--- src/rtl/pc_seq_pkg.sv ---
// Shared definitions for the PC sequencer: state encoding, default PC width
// and the sequential fetch increment.
package pc_seq_pkg;

  typedef enum logic [1:0] {
    S_IDLE     = 2'd0,
    S_FETCH    = 2'd1,
    S_REDIRECT = 2'd2,
    S_HALT     = 2'd3
  } pc_state_e;

  localparam int PC_W_DEF = 12;
  localparam int PC_INC   = 4;

endpackage

--- src/rtl/pc_target_adder.sv ---
// Branch target adder: br_pc plus the low PC_W bits of the pre-shifted
// signed offset, wrapping modulo 2^PC_W. PC_W is expected to be below 64.
module pc_target_adder #(
  parameter int PC_W = 12
) (
  input  logic [PC_W-1:0] br_pc,
  input  logic [63:0]     br_offset,
  output logic [PC_W-1:0] target
);

  // The low PC_W bits of a 64-bit sum equal the PC_W-bit wrapped sum, so the
  // upper offset bits only ever affect bits that the cast discards.
  assign target = PC_W'({{(64-PC_W){1'b0}}, br_pc} + br_offset);

endmodule

--- src/rtl/pc_sequencer.sv ---
// Program-counter sequencer: issues fetch requests over a valid/ready
// handshake, applies resolved branches and supports a sticky halt.
// Optional feature macro: PC_SEQ_ALIGN_CHECK_EN -- a misaligned taken target
// raises err and halts instead of being rounded down to a word boundary.
//
// Handshake: fetch_valid/fetch_pc are offered each cycle; the request is
// consumed only on a cycle where fetch_valid && fetch_ready at the rising
// edge, and fetch_pc stays stable while fetch_valid=1 and fetch_ready=0.
module pc_sequencer
  import pc_seq_pkg::*;
#(
  parameter int              PC_W     = PC_W_DEF,
  parameter logic [PC_W-1:0] RESET_PC = '0
) (
  input  logic            CLOCK,
  input  logic            RESET,
  output logic            fetch_valid,
  input  logic            fetch_ready,
  output logic [PC_W-1:0] fetch_pc,
  input  logic            br_valid,
  input  logic [PC_W-1:0] br_pc,
  input  logic [63:0]     br_offset,
  input  logic            br_cond,
  input  logic            br_zero,
  input  logic            br_uncond,
  input  logic            stall,
  input  logic            halt,
  output logic            redirect,
  output logic            err,
  output pc_state_e       state
);

  pc_state_e       state_n;
  logic [PC_W-1:0] pc, pc_n;
  logic [PC_W-1:0] target;
  logic            redirect_n;
  logic            taken;
  logic            err_q, err_n;

  pc_target_adder #(.PC_W(PC_W)) u_target (
    .br_pc     (br_pc),
    .br_offset (br_offset),
    .target    (target)
  );

  assign taken       = br_valid && (br_uncond || (br_cond && br_zero));
  assign fetch_valid = (state == S_FETCH) && !stall;
  assign fetch_pc    = pc;

`ifdef PC_SEQ_ALIGN_CHECK_EN
  assign err = err_q;
`else
  assign err = 1'b0;
`endif

  // Next-state, next-PC and redirect/err selection.
  always_comb begin
    state_n    = state;
    pc_n       = pc;
    redirect_n = 1'b0;
    err_n      = err_q;
    case (state)
      S_IDLE: state_n = S_FETCH;
      S_FETCH, S_REDIRECT: begin
        if (halt) begin
          state_n = S_HALT;
        end else if (taken) begin
`ifdef PC_SEQ_ALIGN_CHECK_EN
          if (target[1:0] != 2'b00) begin
            err_n   = 1'b1;
            state_n = S_HALT;
          end else begin
            pc_n       = target;
            redirect_n = 1'b1;
            state_n    = S_REDIRECT;
          end
`else
          pc_n       = target & ~PC_W'(3);
          redirect_n = 1'b1;
          state_n    = S_REDIRECT;
`endif
        end else if (state == S_REDIRECT) begin
          state_n = S_FETCH;
        end else if (fetch_valid && fetch_ready) begin
          pc_n = pc + PC_W'(PC_INC);
        end
      end
      default: state_n = S_HALT;
    endcase
  end

  // State, PC and status registers with synchronous reset.
  always_ff @(posedge CLOCK) begin
    if (RESET) begin
      state    <= S_IDLE;
      pc       <= RESET_PC;
      redirect <= 1'b0;
      err_q    <= 1'b0;
    end else begin
      state    <= state_n;
      pc       <= pc_n;
      redirect <= redirect_n;
      err_q    <= err_n;
    end
  end

endmodule

--- config.mk ---
export PLATFORM = sky130hd
export DESIGN_NAME = pc_sequencer
export DESIGN_NICKNAME = d
export VERILOG_FILES = /design/src/rtl/pc_seq_pkg.sv /design/src/rtl/pc_target_adder.sv /design/src/rtl/pc_sequencer.sv
export SDC_FILE = /design/constraint.sdc
export NUM_CORES = 1
export LEC_CHECK = 0
export ABC_AREA = 0
export CAP_MARGIN = 20
export CORE_MARGIN = 3
export CORE_UTILIZATION = 45
export CTS_CLUSTER_DIAMETER = 40
export DETAILED_ROUTE_END_ITERATION = 6
export DONT_BUFFER_PORTS = 1
export SLEW_MARGIN = 20
export SYNTH_ARGS = -nofsm -noshare
export SYNTH_HDL_FRONTEND = slang
export SYNTH_SLANG_ARGS = --single-unit
--- constraint.sdc ---
create_clock -name CLOCK -period 5.3 [get_ports CLOCK]
set_input_delay 1.06 -clock CLOCK [delete_from_list [all_inputs] [get_ports CLOCK]]
set_output_delay 1.06 -clock CLOCK [all_outputs]
set_load 0.02 [all_outputs]
Word level (Yosys, flattened, before mapping)
Index checks and enable logic that the tools add are counted.
{ "classes": {"add_sub_neg": 2, "n_eq_ne": 4, "n_mux": 8, "n_bitwise": 2, "n_reduce_logical": 11} }
{ "op_table": {"columns": ["op", "count"], "rows": [
  ["$mux W12", 3],
  ["$add A12 B12 Y12", 1],
  ["$add A12 B3 Y12 const B", 1],
  ["$mux W2", 3],
  ["$logic_and A1 B1 Y1", 4],
  ["$ne A4 B4 Y1 const B", 1],
  ["$pmux W2 S2", 1],
  ["$reduce_and A4 Y1", 1],
  ["$reduce_or A3 Y1", 1],
  ["$eq A2 B1 Y1 const B", 1],
  ["$eq A2 B2 Y1 const B", 1],
  ["$logic_not A2 Y1", 1],
  ["$ne A2 B2 Y1 const B", 1],
  ["$not A1 Y1", 2],
  ["$reduce_bool A2 Y1", 1],
  ["$reduce_or A2 Y1", 1],
  ["$logic_not A1 Y1", 1],
  ["$logic_or A1 B1 Y1", 1],
  ["$mux W1", 1]
]} }
{ "word_totals": {"regBits": 15, "input_bits": 85, "wordCells": 30} }

Logic depth before layout (Yosys ltp)
{ "depth": {"ltp_word": 6, "mapped_depth": 8} }

Hierarchy
Synthesis repeated with hierarchy kept, for this count alone.
{ "hier_totals": {"hier_cells": 174, "area_unflattened_um2": 1437.6} }
{ "modules_own_cells": {"columns": ["mod", "instances", "cells_per_inst", "area_each_um2"], "rows": [
  ["pc_sequencer", 1, 115, 934.6],
  ["pc_target_adder", 1, 59, 503.0]
]} }

Worst setup path before layout
No wires, ideal clock.
{ "synth_timing": {"path_kind": "input to register", "start": "in br_pc[4]", "end": "reg pc[11], in the netlist fetch_pc[11]", "setup_time_ns": 0.103, "t_arrival_ns": 2.646, "setup_slack_ns": 2.551, "path_stages": 7, "path_cell_list": "ha_1 -> a211o_1 -> a21oi_1 -> o21ai_2 -> o221a_2 -> xnor2_1 -> a2111oi_2"} }
{ "synth_between": {"elab_chain_len": 2} }
{ "synth_lines": {"columns": ["item", "line_no", "source"], "rows": [
  ["start, declared", "pc_sequencer.sv:21", "input logic [PC_W-1:0] br_pc,"],
  ["$add A12 B12 Y12", "pc_target_adder.sv:13", "assign target = PC_W'({{(64-PC_W){1'b0}}, br_pc} + br_offset);"],
  ["$mux W12", "pc_sequencer.sv:67", "end else if (taken) begin"],
  ["end signal, assigned", "pc_sequencer.sv:101", "pc <= pc_n;"],
  ["end, declared", "pc_sequencer.sv:34", "logic [PC_W-1:0] pc, pc_n;"]
]} }
No other way between the ends.
A chain may end at the register's enable or synchronous reset.

Final worst setup path
Ends and elaborated chain as after synthesis.

==> metrics.md <==
| Metric | Value |
|---|---|
| Status | `completed` |
| Die area | `3440 um2` |
| Dpl hpwl | `2.38 mm` |
| I/O pins | `102` |
| Largest net degree at the start of global routing | `16` |
| Buf+Inv Stages, Crit Path | `0` |
| Antenna violations before repair | `0` |
| Placer Congestion | `0.749` |
| Clk pwr share | `15.5%` |
| Async S/R FF share, synth | `0%` |
| Final hold viol count | `0` |
| Reg area | `260 um2` |
| Vias | `1189` |
| H-tree levels | `1` |
| Worst skew pair latency | `280 ps` |
| Slew Limit Headroom | `59.9%` |
| CP startpoint kind | `input pin` |
| CP cell instances | `ha_1 > a211o_1 > a21oi_1 > o21ai_2 > o221a_2 > xnor2_1 > a2111oi_2` |
| Footprint of the multi-input gates | `937 um2` |
| Core Util, Final | `50.1%` |
| Total Routing Usage GR | `17.9%` |
| Post-CTS setup buffer count | `0` |
| Worst-path clk slew | `80 ps` |
| Setup violations, final | `0` |
| Via-to-Cell Ratio | `6.29` |
| Starting Density | `49.0%` |
| Crit-path max cell delay | `340 ps` |
| Crit path max fanout | `4` |
| Worst vdd ir | `0.245 mV` |
| Met1 WL | `1.38 mm` |
| DRT Pass-1 Iters | `4` |
| Arrival time of the worst setup path | `2730 ps` |
| Total gr overflow | `0` |
| DRT iter0 DRCs | `83` |
| Die W | `58.6 um` |
| Primary FF master, synth | `dfxtp_1` |
| Pint | `221 uW` |
| CORE AREA | `2540 um2` |
| Syn. warnings | `0` |
| PD cells | `321 nW/um2` |
| Routed WL | `2.98 mm` |
| CP Class | `input pin to register` |
| Sequential element share of the synthesized area | `20.9%` |
| Area added between synthesis and finish | `2.41%` |
| Cell row count | `18` |
| Die Ht | `58.6 um` |
| Count of flip-flops with a built-in enable after synthesis | `0` |
| Layout cells sized above 1 | `6.29%` |
| Worst-Margin Slew | `600 ps` |
| Seq cells post-synth | `13` |
| Synth top area share | `20.9%` |
| Nets@finish | `260` |
| Ant diodes | `0` |
| Met3 wire length | `182 um` |
| Slew Viols, Final | `0` |
| Critical path's top delay family | `compound AO/OA/AOI/OAI gates` |
| Fill cells | `280` |
| Clk root buf | `clkbuf_4` |
| DP Worst Slack | `2450 ps` |
| Part of the power in combinational logic | `43.7%` |
| Final TNS setup | `0 ps` |
| Drt wl/cell | `15.7 um` |
| Worst clock skew | `1.73 ps` |
| Antenna-violating nets left | `0` |
| Post-route insts no fill | `189` |
| Top area cells in the synthesized netlist | `dfxtp_1, ha_1, a21oi_1` |
| Min-delay worst type | `register to register` |
| Unrepaired setup endpoints after global routing | `false` |
| Max-cap viol count | `0` |
| Worst hold slack | `618 ps` |
| Pleak | `0.510 nW` |
| CTS tree | `done` |
| Vias in the first global route | `1099` |
| Synthesized area | `1250 um2` |
| PnR worst setup slack | `2750 ps` |
| Leading cell type in the layout, fill and taps excluded | `ha_1` |
| CTS Buf Count | `3` |
| Post_cts resized | `0` |
| Post-synth top area cell | `dfxtp_1` |
| Fin crit share | `48.0%` |
| Clk sinks | `13` |
| CP endpoint kind | `register` |
| CP max-delay cell | `a211o_1` |
| Net Sw Power | `189 uW` |
| Bufs on Longest Clock Path | `2` |
| # hold bufs at CTS | `0` |
| Net Sw Frac | `46.0%` |
| Most frequent cells in the layout | `ha_1, nor2_1, nand2_1, a21oi_1, dfxtp_1` |
| Syn_area_per_cell | `7.74 um2` |
| Met2 WL | `1.37 mm` |
| Peak Freq | `0.393 GHz` |
| Global-route wire length before repair | `4.80 mm` |
| Final min period | `2550 ps` |
| Synth unique cells | `43` |
| Drt drc | `0` |
| CP required | `5480 ps` |
| Sequential share of power | `40.8%` |
| Placed cells | `185` |
| Syn Inst Count | `161` |
| Uppermost layer routed | `met4` |
| PortBufs | `0` |
[worst reg2reg max path, stage by stage (launching register included)]
cell and delay [ps]:
dfxtp_1 520, inv_1 110, ha_1 360, nor2b_1 520, nand2_1 220, or3_1 340
o22ai_1 140, a41o_1 100
[Yosys cell counts (4+ instances only)]
cell type,count
ha_1,15
o21ai_0,7
a21oi_1,13
o21a_1,6
nor2_1,14
dfxtp_1,13
and3_1,4
nand2_1,13
inv_1,4
nand3_1,6
clkbuf_1,5
nor3_1,7
[power by group through the flow]
stage / logic, mW / clock network, mW / registers [mW]
4_1_cts: 0.179 / 0.0658 / 0.168
3_3_place_gp: 0.172 / 0 / 0.170
5_1_grt: 0.205 / 0.0706 / 0.172
3_5_place_dp: 0.178 / 0 / 0.171
2_1_floorplan: 0.152 / 0 / 0.163
6_report: 0.179 / 0.0634 / 0.167
[metrics by stage]
step	total power, mW	instance area [um2]
after CTS	0.413	1280
final	0.410	1280
after global placement	0.342	1250
after detailed placement	0.349	1250
after floorplan	0.315	1250
after global routing	0.447	1280
[sequential cells by signal (all words and copies together) (netlist names)]
name,cells
fetch_pc,10
state,2
redirect,1
[layout make-up]
| type | instances | area share, % |
|---|---|---|
| clock buffers | 4 | 2.06 |
| inverters | 4 | 1.18 |
| multi-input cells | 138 | 73.4 |
| flip-flops and latches | 13 | 20.4 |
| well taps | 30 | 2.94 |
[path summary, 6_finish.rpt]
kind,slack [ps],startpoint,end,cells after the start
worst max-delay path,2750,br_pc[4],fetch_pc[11],7
worst min-delay path,620,fetch_pc[6],fetch_pc[6],2
worst max register to register,2920,state[0],fetch_pc[10],7
worst min register to register,620,fetch_pc[6],fetch_pc[6],2
[kinds of logic (layout without fill, tap and decap cells)]
logic type               count (synthesis)  in the layout  synth area share [%]
XOR/XNOR                                 5              5                  3.51
buffers and inverters                   12              8                  4.52
AND/OR/NAND/NOR                         59             59                  24.0
AO/OA/AOI/OAI                           55             55                  30.9
flip-flops                              13             13                  20.9
other                                    1              3                 0.301
multiplexers                             1              1                 0.803
adder cells (fa/ha/maj)                 15             15                  15.1
[routing by layer]
metal / up-vias / GRT usage (%)
met5: - / 0
met4: 0 / 7.77
met3: 4 / 3.29
met2: 39 / 28.9
met1: 545 / 23.3
li1: 601 / -
Power figures use the tool's default switching activity.
